### src/rtl/multicycle_control.sv
// ----------------------------------------------------------------------------
// multicycle_control
//
// Main control FSM for the multi-cycle LEGv8 datapath. It walks the shared
// datapath (PC, IR, register file, single memory port, ALU) through
// fetch / decode / execute / memory / writeback. It also drives ALUOp into
// the existing ALU control decoder. A watchdog stops the machine when memory
// never answers. The machine halts for good on an unknown opcode.
//
// Ports:
//   clk        - system clock, rising edge
//   reset      - synchronous, active-high reset
//   opcode     - instruction[31:21] from the IR
//   zero       - ALU zero flag (CBZ condition)
//   mem_ready  - memory completes the current read/write this cycle
//   mem_read   - memory read strobe
//   mem_write  - memory write strobe
//   i_or_d     - memory address select: 0=PC, 1=ALUOut
//   ir_write   - IR load enable
//   pc_en      - PC load enable
//   pc_source  - 00=ALU result, 01=ALUOut, 10=branch target
//   reg_write  - register file write enable
//   mem_to_reg - writeback select: 0=ALUOut, 1=MDR
//   reg2loc    - read-register-2 select: 1=Rt[4:0]
//   alu_src_a  - 0=PC, 1=reg A
//   alu_src_b  - 00=reg B, 01=const 4, 10=sign-ext imm, 11=sign-ext offset<<2
//   ALUOp0     - ALU op low bit
//   ALUOp1     - ALU op high bit
//   illegal_op - sticky, unknown opcode decoded
//   bus_error  - sticky, memory wait timeout
//   state      - current state encoding, for debug
// ----------------------------------------------------------------------------
module multicycle_control #(
    parameter int MAX_WAIT = 15,
    parameter int WAIT_W   = 8
) (
    input  logic        clk,
    input  logic        reset,
    input  logic [10:0] opcode,
    input  logic        zero,
    input  logic        mem_ready,
    output logic        mem_read,
    output logic        mem_write,
    output logic        i_or_d,
    output logic        ir_write,
    output logic        pc_en,
    output logic [1:0]  pc_source,
    output logic        reg_write,
    output logic        mem_to_reg,
    output logic        reg2loc,
    output logic        alu_src_a,
    output logic [1:0]  alu_src_b,
    output logic        ALUOp0,
    output logic        ALUOp1,
    output logic        illegal_op,
    output logic        bus_error,
    output logic [3:0]  state
);

    typedef enum logic [3:0] {
        FETCH  = 4'd0,
        DECODE = 4'd1,
        EXEC_R = 4'd2,
        ADDR   = 4'd3,
        MEM_RD = 4'd4,
        WB_LD  = 4'd5,
        MEM_WR = 4'd6,
        WB_R   = 4'd7,
        CBZ    = 4'd8,
        BRANCH = 4'd9,
        HALT   = 4'd15
    } stateT;

    localparam logic [10:0] OP_ADD  = 11'b10001011000;
    localparam logic [10:0] OP_SUB  = 11'b11001011000;
    localparam logic [10:0] OP_AND  = 11'b10001010000;
    localparam logic [10:0] OP_ORR  = 11'b10101010000;
    localparam logic [10:0] OP_LDUR = 11'b11111000010;
    localparam logic [10:0] OP_STUR = 11'b11111000000;

    // The last counter value at which a missing mem_ready is still tolerated.
    localparam logic [WAIT_W-1:0] LAST_WAIT = WAIT_W'(MAX_WAIT - 1);

    stateT             r_state;
    stateT             w_nextState;
    logic [WAIT_W-1:0] r_waitCount;
    logic              r_illegalOp;
    logic              r_busError;

    logic              w_setIllegal;
    logic              w_setBusError;
    logic              w_isWaitState;
    logic              w_timeout;
    logic              w_isRType;
    logic              w_isCbz;
    logic              w_isB;

    logic              w_memRead;
    logic              w_memWrite;
    logic              w_irWrite;
    logic              w_pcEn;
    logic              w_regWrite;

    // Opcode classes. CBZ and B match only on their prefix bits because the
    // rest of instruction[31:21] holds immediate/offset bits.
    always_comb begin
        w_isRType = (opcode == OP_ADD) || (opcode == OP_SUB) ||
                    (opcode == OP_AND) || (opcode == OP_ORR);
        w_isCbz   = (opcode[10:3] == 8'b10110100);
        w_isB     = (opcode[10:5] == 6'b000101);
    end

    // The watchdog only runs in the three states that wait on memory. It
    // trips on the cycle where mem_ready is still low and the counter already
    // sits at its last allowed value.
    always_comb begin
        w_isWaitState = (r_state == FETCH) || (r_state == MEM_RD) ||
                        (r_state == MEM_WR);
        w_timeout     = w_isWaitState && !mem_ready && (r_waitCount == LAST_WAIT);
    end

    // Next-state and output decode. The outputs are mostly Moore. The
    // exceptions are the FETCH handshake strobes (ir_write/pc_en follow
    // mem_ready) and the CBZ pc_en (follows zero). Every output starts at 0,
    // so each state lists only what it asserts.
    always_comb begin
        w_nextState   = r_state;
        w_setIllegal  = 1'b0;
        w_setBusError = 1'b0;
        w_memRead     = 1'b0;
        w_memWrite    = 1'b0;
        w_irWrite     = 1'b0;
        w_pcEn        = 1'b0;
        w_regWrite    = 1'b0;
        i_or_d        = 1'b0;
        pc_source     = 2'b00;
        mem_to_reg    = 1'b0;
        reg2loc       = 1'b0;
        alu_src_a     = 1'b0;
        alu_src_b     = 2'b00;
        ALUOp0        = 1'b0;
        ALUOp1        = 1'b0;

        case (r_state)
            FETCH: begin
                w_memRead = 1'b1;
                alu_src_b = 2'b01;
                if (mem_ready) begin
                    w_irWrite   = 1'b1;
                    w_pcEn      = 1'b1;
                    w_nextState = DECODE;
                end else if (w_timeout) begin
                    w_setBusError = 1'b1;
                    w_nextState   = HALT;
                end
            end
            DECODE: begin
                // The ALU computes the branch target into ALUOut speculatively.
                alu_src_b = 2'b11;
                reg2loc   = (opcode == OP_STUR) || w_isCbz;
                if (w_isRType) begin
                    w_nextState = EXEC_R;
                end else if ((opcode == OP_LDUR) || (opcode == OP_STUR)) begin
                    w_nextState = ADDR;
                end else if (w_isCbz) begin
                    w_nextState = CBZ;
                end else if (w_isB) begin
                    w_nextState = BRANCH;
                end else begin
                    w_setIllegal = 1'b1;
                    w_nextState  = HALT;
                end
            end
            EXEC_R: begin
                alu_src_a   = 1'b1;
                ALUOp1      = 1'b1;
                w_nextState = WB_R;
            end
            WB_R: begin
                w_regWrite  = 1'b1;
                w_nextState = FETCH;
            end
            ADDR: begin
                alu_src_a   = 1'b1;
                alu_src_b   = 2'b10;
                reg2loc     = 1'b1;
                w_nextState = (opcode == OP_LDUR) ? MEM_RD : MEM_WR;
            end
            MEM_RD: begin
                w_memRead = 1'b1;
                i_or_d    = 1'b1;
                if (mem_ready) begin
                    w_nextState = WB_LD;
                end else if (w_timeout) begin
                    w_setBusError = 1'b1;
                    w_nextState   = HALT;
                end
            end
            WB_LD: begin
                w_regWrite  = 1'b1;
                mem_to_reg  = 1'b1;
                w_nextState = FETCH;
            end
            MEM_WR: begin
                w_memWrite = 1'b1;
                i_or_d     = 1'b1;
                reg2loc    = 1'b1;
                if (mem_ready) begin
                    w_nextState = FETCH;
                end else if (w_timeout) begin
                    w_setBusError = 1'b1;
                    w_nextState   = HALT;
                end
            end
            CBZ: begin
                // The ALU passes B through so the datapath can generate zero.
                // The PC then loads the target held in ALUOut since DECODE.
                alu_src_a   = 1'b1;
                ALUOp0      = 1'b1;
                reg2loc     = 1'b1;
                pc_source   = 2'b01;
                w_pcEn      = zero;
                w_nextState = FETCH;
            end
            BRANCH: begin
                w_pcEn      = 1'b1;
                pc_source   = 2'b10;
                w_nextState = FETCH;
            end
            HALT: begin
                w_nextState = HALT;
            end
            default: begin
                w_nextState = HALT;
            end
        endcase
    end

    // Reset drops every strobe in the same cycle. An in-flight memory access
    // is abandoned at once and is not held until the next edge.
    always_comb begin
        mem_read  = w_memRead  & ~reset;
        mem_write = w_memWrite & ~reset;
        ir_write  = w_irWrite  & ~reset;
        pc_en     = w_pcEn     & ~reset;
        reg_write = w_regWrite & ~reset;
    end

    // State register, wait counter and sticky flags. The counter restarts on
    // every state change. It saturates instead of wrapping, so a long stall
    // can never look like a fresh one.
    always_ff @(posedge clk) begin
        if (reset) begin
            r_state     <= FETCH;
            r_waitCount <= '0;
            r_illegalOp <= 1'b0;
            r_busError  <= 1'b0;
        end else begin
            r_state <= w_nextState;
            if (w_nextState != r_state) begin
                r_waitCount <= '0;
            end else if (w_isWaitState && !mem_ready && (r_waitCount != '1)) begin
                r_waitCount <= r_waitCount + 1'b1;
            end
            if (w_setIllegal) begin
                r_illegalOp <= 1'b1;
            end
            if (w_setBusError) begin
                r_busError <= 1'b1;
            end
        end
    end

    always_comb begin
        illegal_op = r_illegalOp;
        bus_error  = r_busError;
        state      = r_state;
    end

endmodule

### config.mk
export PLATFORM = sky130hd
export DESIGN_NAME = multicycle_control
export DESIGN_NICKNAME = d
export VERILOG_FILES = /design/src/rtl/multicycle_control.sv
export SDC_FILE = /design/constraint.sdc
export NUM_CORES = 1
export LEC_CHECK = 0
export ABC_AREA = 1
export CORE_MARGIN = 2
export CORE_UTILIZATION = 48
export CTS_BUF_LIST = sky130_fd_sc_hd__clkbuf_2
export DETAILED_ROUTE_END_ITERATION = 8
export PLACE_DENSITY = 0.82
export SLEW_MARGIN = 10
export SYNTH_ARGS = -nofsm -noshare
export SYNTH_HDL_FRONTEND = slang
export SYNTH_SLANG_ARGS = --single-unit
### constraint.sdc
create_clock -name clk -period 1.9 [get_ports clk]
set_input_delay 0.38 -clock clk [delete_from_list [all_inputs] [get_ports clk]]
set_output_delay 0.38 -clock clk [all_outputs]
set_load 0.01 [all_outputs]
==> results of run 1 <==
-- worst max-delay path by stage --
stage | start | endpoint | slack [ps] | depth (start not counted)
floorplan | state[0] | pc_en | 210 | 4
global placement | opcode[10] | reg2loc | -440 | 8
detailed placement | opcode[10] | reg2loc | -490 | 8
CTS | opcode[3] | reg2loc | -140 | 9
global route | state[1] | r_waitCount[6] | -90 | 11
finish | state[2] | alu_src_a | 30 | 5
-- per-layer routing --
metal  vias up  GRT usage [%]  part of all wire, %
met2        35           42.9                   53
met3        10           4.17                  4.1
met1       649           24.7                   41
met5         -              0                    0
met4         0           2.56                  1.9
li1        753              -                    -
-- cell usage after synthesis (all sizes together) --
cell / n / share of area (%)
nand2: 48 / 17
nor2: 41 / 14
inv: 33 / 10
dfxtp: 14 / 24
nand3: 14 / 7.4
nor3: 10 / 5.5
a21oi: 6 / 2.5
nand4: 6 / 3.2
xor2: 6 / 4.4
o21ai: 4 / 1.7
a31oi: 3 / 1.6
buf: 2 / 1.6
ha: 2 / 2.1
nand3b: 2 / 1.3
and2: 1 / 0.53
clkbuf: 1 / 0.32
mux2: 1 / 0.95
nor4: 1 / 0.53
o21bai: 1 / 0.63
xnor2: 1 / 0.74
-- cells in the final DEF (no fill, tap or decap), drive strengths merged --
| cell type | instances |
|---|---|
| a21oi | 6 |
| nand3 | 14 |
| xor2 | 6 |
| xnor2 | 1 |
| nor4 | 1 |
| nor3 | 10 |
| a31oi | 3 |
| nand2 | 48 |
| o21ai | 4 |
| clkdlybuf4s15 | 2 |
| nand3b | 2 |
| nand4 | 6 |
| dlymetal6s2s | 10 |
| clkbuf | 5 |
| clkdlybuf4s50 | 9 |
| nor2 | 41 |
| o21bai | 1 |
| and2 | 1 |
| dlygate4sd2 | 10 |
| ha | 2 |
| mux2 | 1 |
| buf | 35 |
| dfxtp | 14 |
| inv | 33 |
-- logic make-up (layout without fill, tap and decap cells) --
family          count (synthesis)  count (layout)  share of synthesized area (%)
simple gates                  123             123                           49.3
buf+inv                        36             104                           12.4
compound gates                 14              14                           6.44
flops                          14              14                           23.7
xor+xnor                        7               7                           5.17
fa+ha+maj                       2               2                           2.11
mux                             1               1                          0.950
-- power groups by stage --
| stage | clock [W] | sequential, W | combinational, W |
|---|---|---|---|
| floorplan | 0 | 0.000414 | 0.000755 |
| global placement | 0 | 0.000388 | 0.00137 |
| detailed placement | 0 | 0.000392 | 0.00139 |
| CTS | 0.000141 | 0.000409 | 0.00137 |
| global route | 0.000151 | 0.000422 | 0.00162 |
| finish | 0.000139 | 0.000416 | 0.00147 |
-- registers in the layout, summed over array words and instances, names as in the netlist --
signal and cells:
r_waitCount 8, state 4, bus_error 1, illegal_op 1
-- final cells by class --
cell class,count,area [µm²]
multi-input combinational,147,826
timing repair buffer,68,594
fill,174,517
sequential,14,294
inverter,33,126
tap,30,37.5
clock buffer,3,15.0
-- critical path, cell delays in order, from the launching register on --
cell and delay [ps]:
dfxtp_4 390, nor4_4 300, buf_4 160, buf_4 100, o21bai_1 100, buf_2 150
-- what timing repair did --
action | CTS | global route
buffers inserted | 1 | 4
resized for setup | 32 | 39
gates cloned | 0 | 0
endpoints found under the setup margin | 15 | 15
pin swaps | 0 | 16
-- stage by stage --
stage | instances | utilization, % | power (W)
after global placement | 287 | 73.3 | 0.00176
after floorplan | 197 | - | 0.00117
after detailed placement | 287 | 73.3 | 0.00179
final | 295 | 78.6 | 0.00202
after CTS | 291 | 74.9 | 0.00192
after global routing | 295 | 78.6 | 0.00219
==> impl_metrics.csv, run 1 <==
group,metric,value,unit
run_status,status,"completed",
global_routing,grt_pass1_wl,4800,µm
pwr,static-leakage-power,0.995,nW
pwr,power_frac_clock,6.9,%
synth,syn-num-nets,214,
detailed_routing,viasPerCell,4.91,
min_path,whs_path_depth,2,
global_routing,grtUsageTotal,21.9,%
sta,clock.fmax,0.534,GHz
global_routing,grt_pass1_vias,1199,
die,fp.dieArea,2880,µm²
die,core-area,2410,µm²
clocking,cts_hold_buffers,0,
layout,fin_nets,284,
sta,fin_tns_setup,0,ps
die,ios,36,
worst_setup_path,cp_max_fo,4,
clocking,cts_sinks,14,
min_path,min_to,"bus_error",
min_path,hold_start,"bus_error",
detailed_routing,drcViolationCount,0,
sta,tightest_slew,286,ps
worst_setup_path,r2r-end,"r_waitCount[3]",
synth,mappedNetlistArea,1180,µm²
worst_setup_path,critPathCaptureType,"output port",
worst_setup_path,crit_type,"flop to output port",
die,die_x,53.7,µm
clocking,clkLatencyLatePin,290,ps
global_routing,antenna_found_initial,0,
synth,synth_warnings,0,
synth,synth_cell_type_count,29,
worst_setup_path,cp.required,1520,ps
pwr,p_int,0.00106,W
flow_run,max-cap-violations,0,
detailed_routing,vias,1447,
detailed_routing,first_pass_iters,4,
sta,fin_crit_sh,98.6,%
layout,synthToLayoutAreaGrowth,59.8,%
sta,relSlewSlack,80.9,%
pwr,power.density,1070,nW/µm²
sta,period_needed,1870,ps
detailed_routing,wirelength,3450,µm
layout,antenna_cells,0,
pwr,comb_power_share,72.6,%
sta,finClkSkew,19.6,ps
clocking,clk_pin_slew,140,ps
synth,syn_area_per_cell,6.01,µm²
place,portBuffers,35,
clocking,numCtsBuffers,3,
place,post-dp-hpwl,2480,µm
synth,yosysSeqAreaShare,23.7,%
place,globalplace.congestion,0.875,
synth,netlist_instances,197,
synth,synth_seq_cells,14,
detailed_routing,drt-initial-drc-count,30,
layout,final_area,1890,µm²
clocking,cts_max_level,1,
global_routing,grt_max_degree,9,
worst_setup_path,r2r_start,"state[1]",
worst_setup_path,r2r_slack,110,ps
sta,fin_hold_ws,460,ps
pwr,peakVddDrop,0.904,mV
worst_setup_path,cp-start-kind,"flop",
layout,drive_gt1_share,32.5,%
pwr,p_switching,0.000965,W
min_path,hold_path_class,"flop to flop",
die,row_count,18,
worst_setup_path,ff2ff_path_depth,11,
sta,timing.final.ws_setup,26.1,ps
worst_setup_path,cp.arrival,1490,ps
clocking,cts_tree,"done",
clocking,cts_max_path_buffers,2,
detailed_routing,wl_per_cell,11.7,µm
detailed_routing,drtAntennaViolNets,0,
die,die_h,53.7,µm
sta,slew_viol_final,0,
pwr,swShare,47.7,%
pwr,seq_power_share,20.5,%
place,pre_cts_slack,-491,ps
sta,finalHoldViolCount,0,
die,start_util,49.2,%
clocking,ctsRootBufferMaster,"clkbuf_2",
global_routing,grt_overflow,0,
sta,setup_viol,0,
place,post_dp_cell_area,1770,µm²
Power figures use the tool's default switching activity.
==> run 2: changes to the inputs <==
ABC_AREA = unset   (was 1)
==> run 2 against run 1 <==
  * The run now ends with setup timing left
  * Largest cell class unchanged
  * Design area is 7.9% higher
  * Combinational power rose by 56%
  * Critical endpoint is now reg2loc
  * Critical path depth rose by 1
  * Die area is the same
  * Sequential share of layout area down 1.1 points
  * Synthesized area is the same
  * Routed wire length increased by 28%
  * Largest power group unchanged
==> impl_metrics.csv, run 2 <==
group,metric,value,unit
place,placed_cells,234,
synth,yosysSeqAreaShare,23.7,%
synth,synth_common_cells,"14 x dfxtp_1, 14 x nor2_1, 12 x nor3_1",
pwr,p_switching,0.00132,W
synth,synth_warnings,0,
worst_setup_path,cp_max_fo,5,
worst_setup_path,r2r-end,"r_waitCount[1]",
layout,stdcell_count,248,
place,post-dp-hpwl,2900,µm
clocking,clk_pin_slew,120,ps
sta,period_needed,1960,ps
sta,fin_crit_sh,103,%
detailed_routing,wirelength,4400,µm
min_path,whs_path_depth,2,
run_status,violations,"setup timing",
pwr,peakVddDrop,1.10,mV
die,die_x,53.7,µm
min_path,hold_path_class,"flop to flop",
synth,syn_area_per_cell,8.29,µm²
die,row_count,18,
synth,async_reset_ff_share,0,%
die,core-area,2410,µm²
worst_setup_path,cp.required,1520,ps
global_routing,grt_pass1_vias,1378,
worst_setup_path,r2r_slack,60,ps
run_status,status,"complete, but fails checks",
pwr,p_int,0.00160,W
sta,setup_viol,3,
layout,synthToLayoutAreaGrowth,72.3,%
detailed_routing,first_pass_iters,4,
pwr,comb_power_share,78.9,%
worst_setup_path,crit_type,"flop to output port",
sta,relSlewSlack,73.0,%
pwr,seq_power_share,16.2,%
detailed_routing,drt-initial-drc-count,28,
worst_setup_path,critPathMaxStageDelay,380,ps
global_routing,grt_pass1_wl,6250,µm
sta,timing.final.ws_setup,-59.3,ps
sta,finClkSkew,9.28,ps
sta,rsz0062_at_grt,"true",
layout,drive_gt1_share,50.0,%
synth,synth_edf_count,0,
layout,final_common_cell,"buf_4",
synth,synth_cell_type_count,45,
flow_run,max-cap-violations,0,
sta,slew_viol_final,0,
layout,regMostFlops,"r_waitCount",
synth,mappedNetlistArea,1180,µm²
global_routing,grt_max_degree,13,
clocking,cts_sinks,14,
clocking,clkLatencyLatePin,290,ps
sta,fin_tns_setup,-75.7,ps
synth,ys_top_cells_by_area,"dfxtp_1 24%, nor3_1 5.1%, a21oi_1 4.6%",
synth,syn-num-nets,160,
sta,clock.fmax,0.510,GHz
detailed_routing,wl_per_cell,17.7,µm
place,portBuffers,35,
worst_setup_path,r2r_start,"state[1]",
clocking,cts_tree,"done",
clocking,cts_max_level,1,
synth,synth_seq_cells,14,
global_routing,antenna_found_initial,0,
detailed_routing,drcViolationCount,0,
worst_setup_path,path_cells,"buf_6 -> nand2b_1 -> nor2_1 -> a31oi_1 -> o22ai_1 -> buf_2",
worst_setup_path,cp-start-kind,"flop",
die,die_h,53.7,µm
sta,fin_hold_ws,502,ps
min_path,hold_start,"illegal_op",
sta,finalHoldViolCount,0,
min_path,min_to,"illegal_op",
synth,yosysTopAreaCellShare,23.7,%
pwr,total_power,0.00292,W
sta,tightest_slew,404,ps
layout,final_util,84.7,%
die,fp.dieArea,2880,µm²
worst_setup_path,critPathCaptureType,"output port",
worst_setup_path,path_buf_inv,2,
layout,antenna_cells,0,
worst_setup_path,ff2ff_path_depth,7,
layout,fin_nets,237,
layout,n_fill_cell,127,
detailed_routing,vias,1492,
detailed_routing,drtAntennaViolNets,0,
place,globalplace.congestion,0.937,
worst_setup_path,crit_family,"flip-flops",
clocking,cts_max_path_buffers,2,
pwr,swShare,45.1,%
clocking,numCtsBuffers,3,
pwr,power_frac_clock,4.8,%
die,ios,36,
layout,largest_reg_flops,8,
synth,synth_area_leader_cell,"dfxtp_1",
synth,synth_ff_type,"dfxtp_1",
die,start_util,49.2,%
clocking,ctsRootBufferMaster,"clkbuf_2",
pwr,static-leakage-power,0.865,nW
pwr,power.density,1430,nW/µm²
synth,netlist_instances,143,
global_routing,grt_overflow,0,
worst_setup_path,worstSetupPathDepth,6,
global_routing,grtUsageTotal,29.7,%
worst_setup_path,cp.arrival,1580,ps
layout,mostFrequentLayoutCells,"38 x buf_4, 11 x dlygate4sd2_1, 10 x nor2_1, 10 x dfxtp_1, 10 x clkbuf_2",
worst_setup_path,slowest_stage,"dfxtp_4",
detailed_routing,viasPerCell,6.02,
## run 2: cell types whose count changed in the layout (fill, tap and decap cells not counted), moves of 6 or more
cell,delta
buf_4,+6
dlymetal6s2s_1,-9
inv_1,-21
inv_2,-8
nand2_1,-32
nand3_1,-7
nor2_1,-20
nor2_2,-9
## run 2: final cells by class
| class | count | area, µm² | share of cell area [%] |
|---|---|---|---|
| well taps | 30 | 37.5 | 1.84 |
| flip-flops and latches | 14 | 295 | 14.5 |
| multi-input cells | 117 | 991 | 48.5 |
| inverters | 3 | 11.3 | 0.551 |
| clock buffers | 3 | 15.0 | 0.735 |
| repair buffers | 81 | 692 | 33.9 |
## run 2: cells by family after synthesis
| family | share of synthesized area (%) |
|---|---|
| AOI/OAI and AO/OA | 20.4 |
| xor gates and xnor gates | 5.17 |
| adders and majority gates | 2.11 |
| buffers and inverters | 7.92 |
| DFF | 23.7 |
| muxes | 2.96 |
| and+or+nand+nor | 37.8 |
## run 2: worst max path at each step
stage	startpoint	endpoint	slack, ps
floorplan	state[0]	pc_en	50
global placement	opcode[9]	reg2loc	-670
detailed placement	opcode[9]	reg2loc	-700
CTS	opcode[2]	reg2loc	-1
global route	opcode[3]	reg2loc	-200
finish	state[2]	reg2loc	-60
## run 2: worst register-to-register path, delay by kind of cell (launching register included)
| family | cells | cell delay [ps] |
|---|---|---|
| AO/OA/AOI/OAI | 3 | 650 |
| buffers and inverters | 1 | 210 |
| flip-flops | 1 | 430 |
| AND/OR/NAND/NOR | 3 | 480 |
## run 2: what timing repair did
item	CTS	global route
pin swaps	14	18
cloned	0	1
hold buffers	0	0
endpoints found under the setup margin	25	20
setup buffers	7	3
endpoints found under the hold margin	0	0
gates resized for setup	73	45
## run 2: power groups by stage
stage / logic (W) / clock network [W] / registers (W)
after CTS: 0.00202 / 0.000142 / 0.000441
final: 0.00230 / 0.000141 / 0.000474
after detailed placement: 0.00176 / 0 / 0.000425
after global routing: 0.00245 / 0.000156 / 0.000482
after global placement: 0.00169 / 0 / 0.000423
after floorplan: 0.00100 / 0 / 0.000427
## run 2: metal layers
metal  vias to the layer above  share of wire (%)  GRT usage [%]
met5                         -                  0              0
met3                        14                5.0           2.50
met2                        68                 53           56.3
met4                         0                2.5           13.7
met1                       735                 39           32.8
li1                        675                  -              -
## run 2: metrics by stage
stage	setup slack (ps)	instance area, µm²
after floorplan	47.0	1190
final	-59.3	2040
after global routing	-200	2040
after detailed placement	-700	1760
after CTS	-1.46	1940
after global placement	-669	1760
==> run 3: changes to the inputs <==
HOLD_SLACK_MARGIN = 0.1   (was unset)
SKIP_LAST_GASP = 1   (was unset)
==> run 3 against run 2 <==
  * Largest cell class unchanged
  * Cell count is 0.40% lower
  * Critical endpoint unchanged
  * Utilization decreased by 2.1 points
  * Total power down 2.9%
  * Design area down 2.5%
  * Critical path depth is the same
  * The run still ends with setup timing left
  * Via count decreased by 2.3%
==> impl_metrics.csv, run 3 (synthesis gave the netlist of run 2 again) <==
group,metric,value,unit
pwr,power.density,1420,nW/µm²
pwr,static-leakage-power,0.837,nW
min_path,whs_path_depth,2,
sta,finalHoldViolCount,0,
sta,finClkSkew,0.812,ps
pwr,peakVddDrop,1.11,mV
min_path,min_to,"illegal_op",
clocking,cts_max_level,1,
global_routing,grt_pass1_wl,6230,µm
pwr,comb_power_share,78.6,%
place,post-dp-hpwl,2900,µm
layout,largest_reg_flops,8,
clocking,clkLatencyLatePin,280,ps
sta,slew_viol_final,0,
layout,regMostFlops,"r_waitCount",
global_routing,busiest_layer,"met2",
die,row_count,18,
detailed_routing,wl_per_cell,17.9,µm
detailed_routing,drcViolationCount,0,
layout,final_common_cell,"buf_4",
worst_setup_path,r2r_slack,10,ps
global_routing,grtUsageMet2,56.1,%
sta,tightest_slew,405,ps
sta,period_needed,1930,ps
global_routing,use_met1,32.1,%
sta,fin_crit_sh,101,%
global_routing,grtUsageTotal,29.5,%
die,fp.dieArea,2880,µm²
die,die_x,53.7,µm
place,placed_cells,234,
pwr,p_switching,0.00129,W
sta,setup_viol,2,
clocking,ctsRootBufferMaster,"clkbuf_2",
pwr,swShare,45.7,%
place,pre_cts_slack,-700,ps
worst_setup_path,critPathCaptureType,"output port",
layout,stdcell_count,247,
clocking,cts_tree,"done",
die,ios,36,
layout,mostFrequentLayoutCells,"38 x buf_4, 12 x dlygate4sd2_1, 10 x nor2_1, 10 x dfxtp_1, 10 x clkbuf_2",
sta,rsz0062_at_grt,"true",
pwr,power_frac_clock,4.9,%
place,portBuffers,35,
sta,fin_tns_setup,-30.3,ps
layout,drive_gt1_share,48.8,%
detailed_routing,first_pass_iters,4,
layout,final_area,1990,µm²
detailed_routing,viasPerCell,5.90,
worst_setup_path,r2r-end,"r_waitCount[1]",
worst_setup_path,cp-start-kind,"flop",
detailed_routing,drtAntennaViolNets,0,
clocking,cts_max_path_buffers,2,
pwr,seq_power_share,16.5,%
worst_setup_path,crit_type,"flop to output port",
worst_setup_path,cp_max_fo,5,
min_path,hold_path_class,"flop to flop",
worst_setup_path,r2r_start,"state[2]",
place,globalplace.congestion,0.937,
global_routing,grt.met3_usage,2.78,%
die,start_util,49.2,%
die,die_h,53.7,µm
worst_setup_path,cp.arrival,1550,ps
global_routing,grt_overflow,0,
detailed_routing,wirelength,4430,µm
die,core-area,2410,µm²
clocking,clk_pin_slew,130,ps
worst_setup_path,cp.required,1520,ps
clocking,cts_hold_buffers,0,
sta,clock.fmax,0.519,GHz
layout,synthToLayoutAreaGrowth,68.0,%
detailed_routing,vias,1458,
layout,antenna_cells,0,
sta,relSlewSlack,73.0,%
place,post_dp_cell_area,1760,µm²
run_status,violations,"setup timing",
global_routing,grt_max_degree,13,
worst_setup_path,ff2ff_path_depth,8,
global_routing,antenna_found_initial,0,
clocking,numCtsBuffers,3,
layout,fin_nets,236,
min_path,hold_start,"illegal_op",
layout,final_util,82.6,%
clocking,cts_sinks,14,
flow_run,max-cap-violations,0,
pwr,p_int,0.00154,W
run_status,status,"complete, but fails checks",
detailed_routing,drt-initial-drc-count,33,
sta,timing.final.ws_setup,-26.1,ps
global_routing,grt_pass1_vias,1381,
## run 3: critical path, stage by stage, from the launching register on
cell      delay (ps)
dfxtp_4          380
buf_6            130
nand2b_1         210
nor2_1            90
a31oi_1          200
o22ai_1          110
buf_2            150
## run 3: worst max-delay path by stage
| stage | from | endpoint | slack, ps | depth (start not counted) |
|---|---|---|---|---|
| floorplan | state[0] | pc_en | 50 | 5 |
| global placement | opcode[9] | reg2loc | -670 | 7 |
| detailed placement | opcode[9] | reg2loc | -700 | 7 |
| CTS | opcode[2] | reg2loc | -90 | 7 |
| global route | state[2] | r_waitCount[7] | -110 | 8 |
| finish | state[2] | reg2loc | -30 | 6 |
## run 3: routing by layer
| metal | share of wire (%) | vias up |
|---|---|---|
| li1 | - | 679 |
| met1 | 38 | 698 |
| met2 | 53 | 61 |
| met3 | 5.2 | 20 |
| met4 | 3.7 | 0 |
| met5 | 0 | - |
## run 3: power by group through the flow
stage	Combinational, W	Sequential (W)	Clock [W]
2_1_floorplan	0.00100	0.000427	0
3_3_place_gp	0.00169	0.000423	0
3_5_place_dp	0.00176	0.000425	0
4_1_cts	0.00202	0.000437	0.000142
5_1_grt	0.00236	0.000475	0.000152
6_report	0.00223	0.000467	0.000138
## run 3: timing repair
item | 4_1_cts | 5_1_grt
buffers inserted | 7 | 3
pin swaps | 13 | 17
setup endpoints to repair | 25 | 20
resized for setup | 68 | 41
endpoints found under the hold margin | 0 | 0
## run 3: final cells by class
| type | instances | area, µm² |
|---|---|---|
| Multi-Input combinational cell | 117 | 980 |
| Timing Repair Buffer | 80 | 652 |
| Fill cell | 148 | 419 |
| Sequential cell | 14 | 295 |
| Tap cell | 30 | 37.5 |
| Clock buffer | 3 | 15.0 |
| Inverter | 3 | 11.3 |
## run 3: stage by stage
step	power, W	hold WS, ps
final	0.00283	502
after global routing	0.00299	541
after detailed placement	0.00219	464
after global placement	0.00212	455
after floorplan	0.00143	502
after CTS	0.00259	497
